<file path="config.mk">
export PLATFORM = sky130hd
export DESIGN_NAME = agendador_ciclo
export DESIGN_NICKNAME = d
export VERILOG_FILES = /design/src/rtl/agendador_ciclo.sv
export SDC_FILE = /design/constraint.sdc
export NUM_CORES = 1
export LEC_CHECK = 0
export ABC_AREA = 1
export BUFFER_PORTS_ARGS = -buffer_cell sky130_fd_sc_hd__buf_4
export CORE_MARGIN = 2
export CORE_UTILIZATION = 50
export CTS_CLUSTER_DIAMETER = 80
export DETAILED_ROUTE_END_ITERATION = 12
export HOLD_SLACK_MARGIN = 0.12
export PLACE_DENSITY = 0.86
export RECOVER_POWER = 100
export SLEW_MARGIN = 10
export SYNTH_ARGS = -nofsm -noshare
export SYNTH_HDL_FRONTEND = slang
export SYNTH_SLANG_ARGS = --single-unit
</file>
<file path="constraint.sdc">
create_clock -name clock -period 1.5 [get_ports clock]
set_clock_uncertainty 0.2 [all_clocks]
set_input_delay 0.225 -clock clock [delete_from_list [all_inputs] [get_ports clock]]
set_output_delay 0.225 -clock clock [all_outputs]
set_load 0.05 [all_outputs]
</file>
<file path="src/rtl/agendador_ciclo.sv">
// Cycle scheduler for the main irrigation FSM: waits PERIODO edges, runs one cycle, counts completed cycles.
// Optional motor watchdog is compiled in when AGENDADOR_WATCHDOG_EN is defined.
module agendador_ciclo #(
    parameter int PERIODO     = 16,
    parameter int T_MAX_MOTOR = 10
) (
    input  logic       clock,
    input  logic       reset,
    input  logic       habilita,
    input  logic       ack,
    input  logic       MOTOR,
    input  logic       EV,
    input  logic       ALARME,
    output logic       start,
    output logic       alarme_lat,
    output logic       falha_timeout,
    output logic [3:0] ciclos,
    output logic [1:0] estado
);

    // One width serves both the wait counter and the watchdog counter.
    localparam int CNT_MAX = (PERIODO > T_MAX_MOTOR) ? PERIODO : T_MAX_MOTOR;
    localparam int CNT_W   = $clog2(CNT_MAX);
    localparam logic [CNT_W-1:0] ESPERA_FIM = CNT_W'(PERIODO - 1);

    typedef enum logic [1:0] {
        OCIOSO    = 2'b00,
        ESPERA    = 2'b01,
        ATIVO     = 2'b10,
        BLOQUEADO = 2'b11
    } estado_t;

    estado_t          est, prox;
    logic [CNT_W-1:0] cnt_espera;
    logic             visto;
    logic             alarme_r;
    logic             trip;

`ifdef AGENDADOR_WATCHDOG_EN
    localparam logic [CNT_W-1:0] WD_FIM = CNT_W'(T_MAX_MOTOR - 1);
    logic [CNT_W-1:0] cnt_wd;
    logic             falha_r;

    assign trip = MOTOR && (cnt_wd == WD_FIM);

    always_ff @(posedge clock or posedge reset) begin
        if (reset) begin
            cnt_wd  <= '0;
            falha_r <= 1'b0;
        end else begin
            cnt_wd <= (est == ATIVO && MOTOR) ? cnt_wd + 1'b1 : '0;
            if (est == ATIVO && trip)
                falha_r <= 1'b1;
            else if (est == BLOQUEADO && ack && !ALARME)
                falha_r <= 1'b0;
        end
    end

    assign falha_timeout = falha_r;
`else
    assign trip          = 1'b0;
    assign falha_timeout = 1'b0;
`endif

    always_ff @(posedge clock or posedge reset) begin
        if (reset) est <= OCIOSO;
        else       est <= prox;
    end

    always_comb begin
        prox = est;
        case (est)
            OCIOSO:    if (habilita) prox = ESPERA;
            ESPERA: begin
                if (!habilita)                      prox = OCIOSO;
                else if (cnt_espera == ESPERA_FIM)  prox = ATIVO;
            end
            ATIVO: begin
                if (ALARME || trip)                 prox = BLOQUEADO;
                else if (!habilita)                 prox = OCIOSO;
                else if (visto && !MOTOR && !EV)    prox = ESPERA;
            end
            BLOQUEADO: if (ack && !ALARME) prox = OCIOSO;
            default:   prox = OCIOSO;
        endcase
    end

    always_comb begin
        start  = (est == ATIVO);
        estado = est;
    end

    // Counters outside their own state are held at zero, which gives the clear-on-entry behaviour.
    always_ff @(posedge clock or posedge reset) begin
        if (reset) begin
            cnt_espera <= '0;
            visto      <= 1'b0;
            ciclos     <= 4'd0;
            alarme_r   <= 1'b0;
        end else begin
            cnt_espera <= (est == ESPERA) ? cnt_espera + 1'b1 : '0;
            visto      <= (est == ATIVO) ? (visto | MOTOR | EV) : 1'b0;
            if (est == ATIVO && prox == ESPERA)
                ciclos <= ciclos + 4'd1;
            if (est == ATIVO && ALARME)
                alarme_r <= 1'b1;
            else if (est == BLOQUEADO && ack && !ALARME)
                alarme_r <= 1'b0;
        end
    end

    assign alarme_lat = alarme_r;

endmodule

</file>
==> key figures <==
Status
  • Outcome: complete, no violations

Die
  • Boundary Pins: 16
  • Initial core utilization: around half
  • Chip Width: roughly 40 microns
  • Row count: 13
  • Die Footprint: ~1600 sq um
  • Core area: around 1300 sq um
  • Die Ht: approximately 40 microns

Cells and area
  • Final nets: between 100 and 150
  • Synthesis-to-finish area growth: 45.0%
  • Antenna Cells: 0
  • Layout cells sized above 1: between 30% and 40%
  • Fin cells: roughly 120
  • Layout Utilization: between 70% and 80%
  • Most common cell after layout, fill and taps aside: buf_4
  • Most frequent cells in the layout: buf_4, nand2_1, inv_1, dfrtp_1, nand3_2

Logic synthesis
  • Synth Flop Type: dfrtp_1
  • #FFs+latches synth: 12
  • Seq/Total Area, Yosys: ~46%
  • Synth unique cells: 19
  • Mapped Cells: 77
  • Syn. warnings: 0
  • EDFF count, synth: 0
  • Asr flop ratio synth: between 90% and 100%
  • Area of the mapped netlist: around 660 sq um
  • Syn_nets: 86
  • Syn_area_per_cell: about 8.5 sq um

Critical path
  • Crit end category: output port
  • CP Data Required Time: about 1.1 ns
  • CP arrival: 1.04 ns
  • CP Launch Type: register
  • CP max stage cell: dfrtp_1
  • Crit path largest cell delay: around 0.43 ns
  • Worst Path Max Fanout: 3
  • Type of the worst setup path: reg -> out
  • Critical path, cell by cell: nor2_4 > buf_8

GRT
  • Initial antenna violation count: 0
  • Vias in the first global route: approximately 490
  • Largest net degree at the start of global routing: 13
  • First-pass GRT wire length: a little over 2000 microns
  • Gr usage total: 19.2%
  • Overflow after GRT: 0

STA
  • Fin crit period: 1.46 ns
  • Worst setup margin: 0.0381 ns
  • Fin Hold WS: 0.168 ns
  • RSZ-0062 raised after global routing: true
  • Period utilization: a little over nine tenths
  • Final hold vios: 0
  • Slew Limit Fails: 0
  • Setup violations, final: 0
  • FMAX: 684 MHz

Pwr
  • Tot Pwr: roughly 1.6 mW
  • Peak supply drop: roughly 1100 uV
  • Pleak: about 0.46 nW
  • Internal power: between 0.8 and 0.9 mW
  • Sw Share: approximately half
  • Comb pwr share: between 50% and 60%
  • Net Sw Power: 0.773 mW
  • Reg power frac: roughly a third
  • PD cells: 1670 nW/um^2
  • Clock network fraction of design power: 13.4%

Route
  • Post-DRT Antenna Nets: 0
  • DR iter-0 viols: 17
  • Vias/cell: slightly above 5
  • Vias: 591
  • DRT Wirelength: 1420 microns
  • DRC: 0
  • Pre-antenna DRT Iters: 4
  • Wirelength per Cell: 12.2 microns

Placement
  • Routability cong.: 0.705
  • PortBufs: 14
  • Post-DP HPWL: between 900 and 1000 microns
  • Dpl cells: around 110
  • Place WS: -0.0137 ns

Flow run
  • MaxCap Viol Count: 0

Clock network
  • Root Driver: clkbuf_4
  • Clk sink count: 12
  • Clock slew at reported path FFs: 0.07 ns
  • Max H-tree Level: 1
  • Worst skew pair latency: approximately 0.28 ns
  • CTS tree: built
  • CTS max path bufs: 2
  • TritonCTS buffer count: 3

Min path
  • Hold Path Class: in -> reg
-- Yosys cell counts (3+ instances only) --
| library cell | instances | area share, % |
|---|---|---|
| inv_2 | 3 | 1.7 |
| nor2_1 | 5 | 2.9 |
| a21oi_1 | 3 | 2.3 |
| o21bai_1 | 4 | 4.6 |
| inv_1 | 11 | 6.3 |
| nand2_1 | 14 | 8.0 |
| nand3_1 | 8 | 6.1 |
| dfrtp_1 | 12 | 46 |
-- flip-flops by register name (all words and copies together), names as in the netlist --
name and flops:
cnt_espera 4, ciclos 4, visto 1, estado 2, alarme_lat 1
-- logic make-up (layout without fill, tap and decap cells) --
group / after synthesis / after routing / synth area share, %
other: 1 / 1 / 0.572
DFF: 12 / 12 / 45.8
AOI/OAI and AO/OA: 12 / 12 / 13.0
buffers and inverters: 15 / 39 / 9.16
xor gates and xnor gates: 2 / 2 / 2.67
and+or+nand+nor: 33 / 33 / 25.0
adders and majority gates: 2 / 2 / 3.82
-- repair_timing --
item / CTS / global route
buffers inserted: 1 / 2
hold endpoints to repair: 15 / 0
hold buffers: 4 / 0
gates resized for setup: 1 / 16
pin swaps: 1 / 12
endpoints found under the setup margin: 2 / 5
-- worst paths after layout --
| check | start | endpoint | slack (ns) | cells after the start |
|---|---|---|---|---|
| worst max-delay path | estado[0] | start | 0.04 | 2 |
| worst min-delay path | ack | estado[0] | 0.17 | 4 |
| worst max register to register | estado[1] | ciclos[0] | 0.05 | 7 |
| worst min register to register | cnt_espera[0] | cnt_espera[0] | 0.30 | 1 |
| max in group asynchronous | reset | estado[1] | 0.46 | 3 |
| min in group asynchronous | reset | ciclos[0] | 0.30 | 3 |
-- metal layers --
layer | up-vias | global-route usage (%) | routed length [microns]
li1 | 293 | - | -
met1 | 275 | 23.6 | 587
met2 | 19 | 33.1 | 733
met3 | 4 | 3.33 | 83
met4 | 0 | 7.50 | 16
met5 | - | 0 | 0
-- through the flow --
stage               cell area [sq um]  TNS, ns
floorplan                         657   -0.939
global placement                  773        0
detailed placement                773  -0.0137
CTS                               851        0
global route                      951  -0.0938
finish                            951        0
-- power by group through the flow --
stage	Sequential, mW	Clock, mW	Combinational (mW)
2_1_floorplan	0.798	0	0.287
3_3_place_gp	0.525	0	0.751
3_5_place_dp	0.531	0	0.770
4_1_cts	0.527	0.214	0.781
5_1_grt	0.553	0.226	0.910
6_report	0.537	0.213	0.841
-- area by class of cell --
cell class | instances | area, sq um
Multi-Input combinational cell | 50 | 362
Fill cell | 99 | 318
Sequential cell | 12 | 302
Timing Repair Buffer | 21 | 188
Inverter | 14 | 55.1
Clock buffer | 4 | 26.3
Tap cell | 15 | 18.8
-- worst max-delay path: cells and delay by family, from the launching register on --
kind / cells / cell delay (ns)
buffers and inverters: 1 / 0.16
DFF: 1 / 0.43
and+or+nand+nor: 1 / 0.18
No activity file was read; power rests on OpenSTA's default activity.
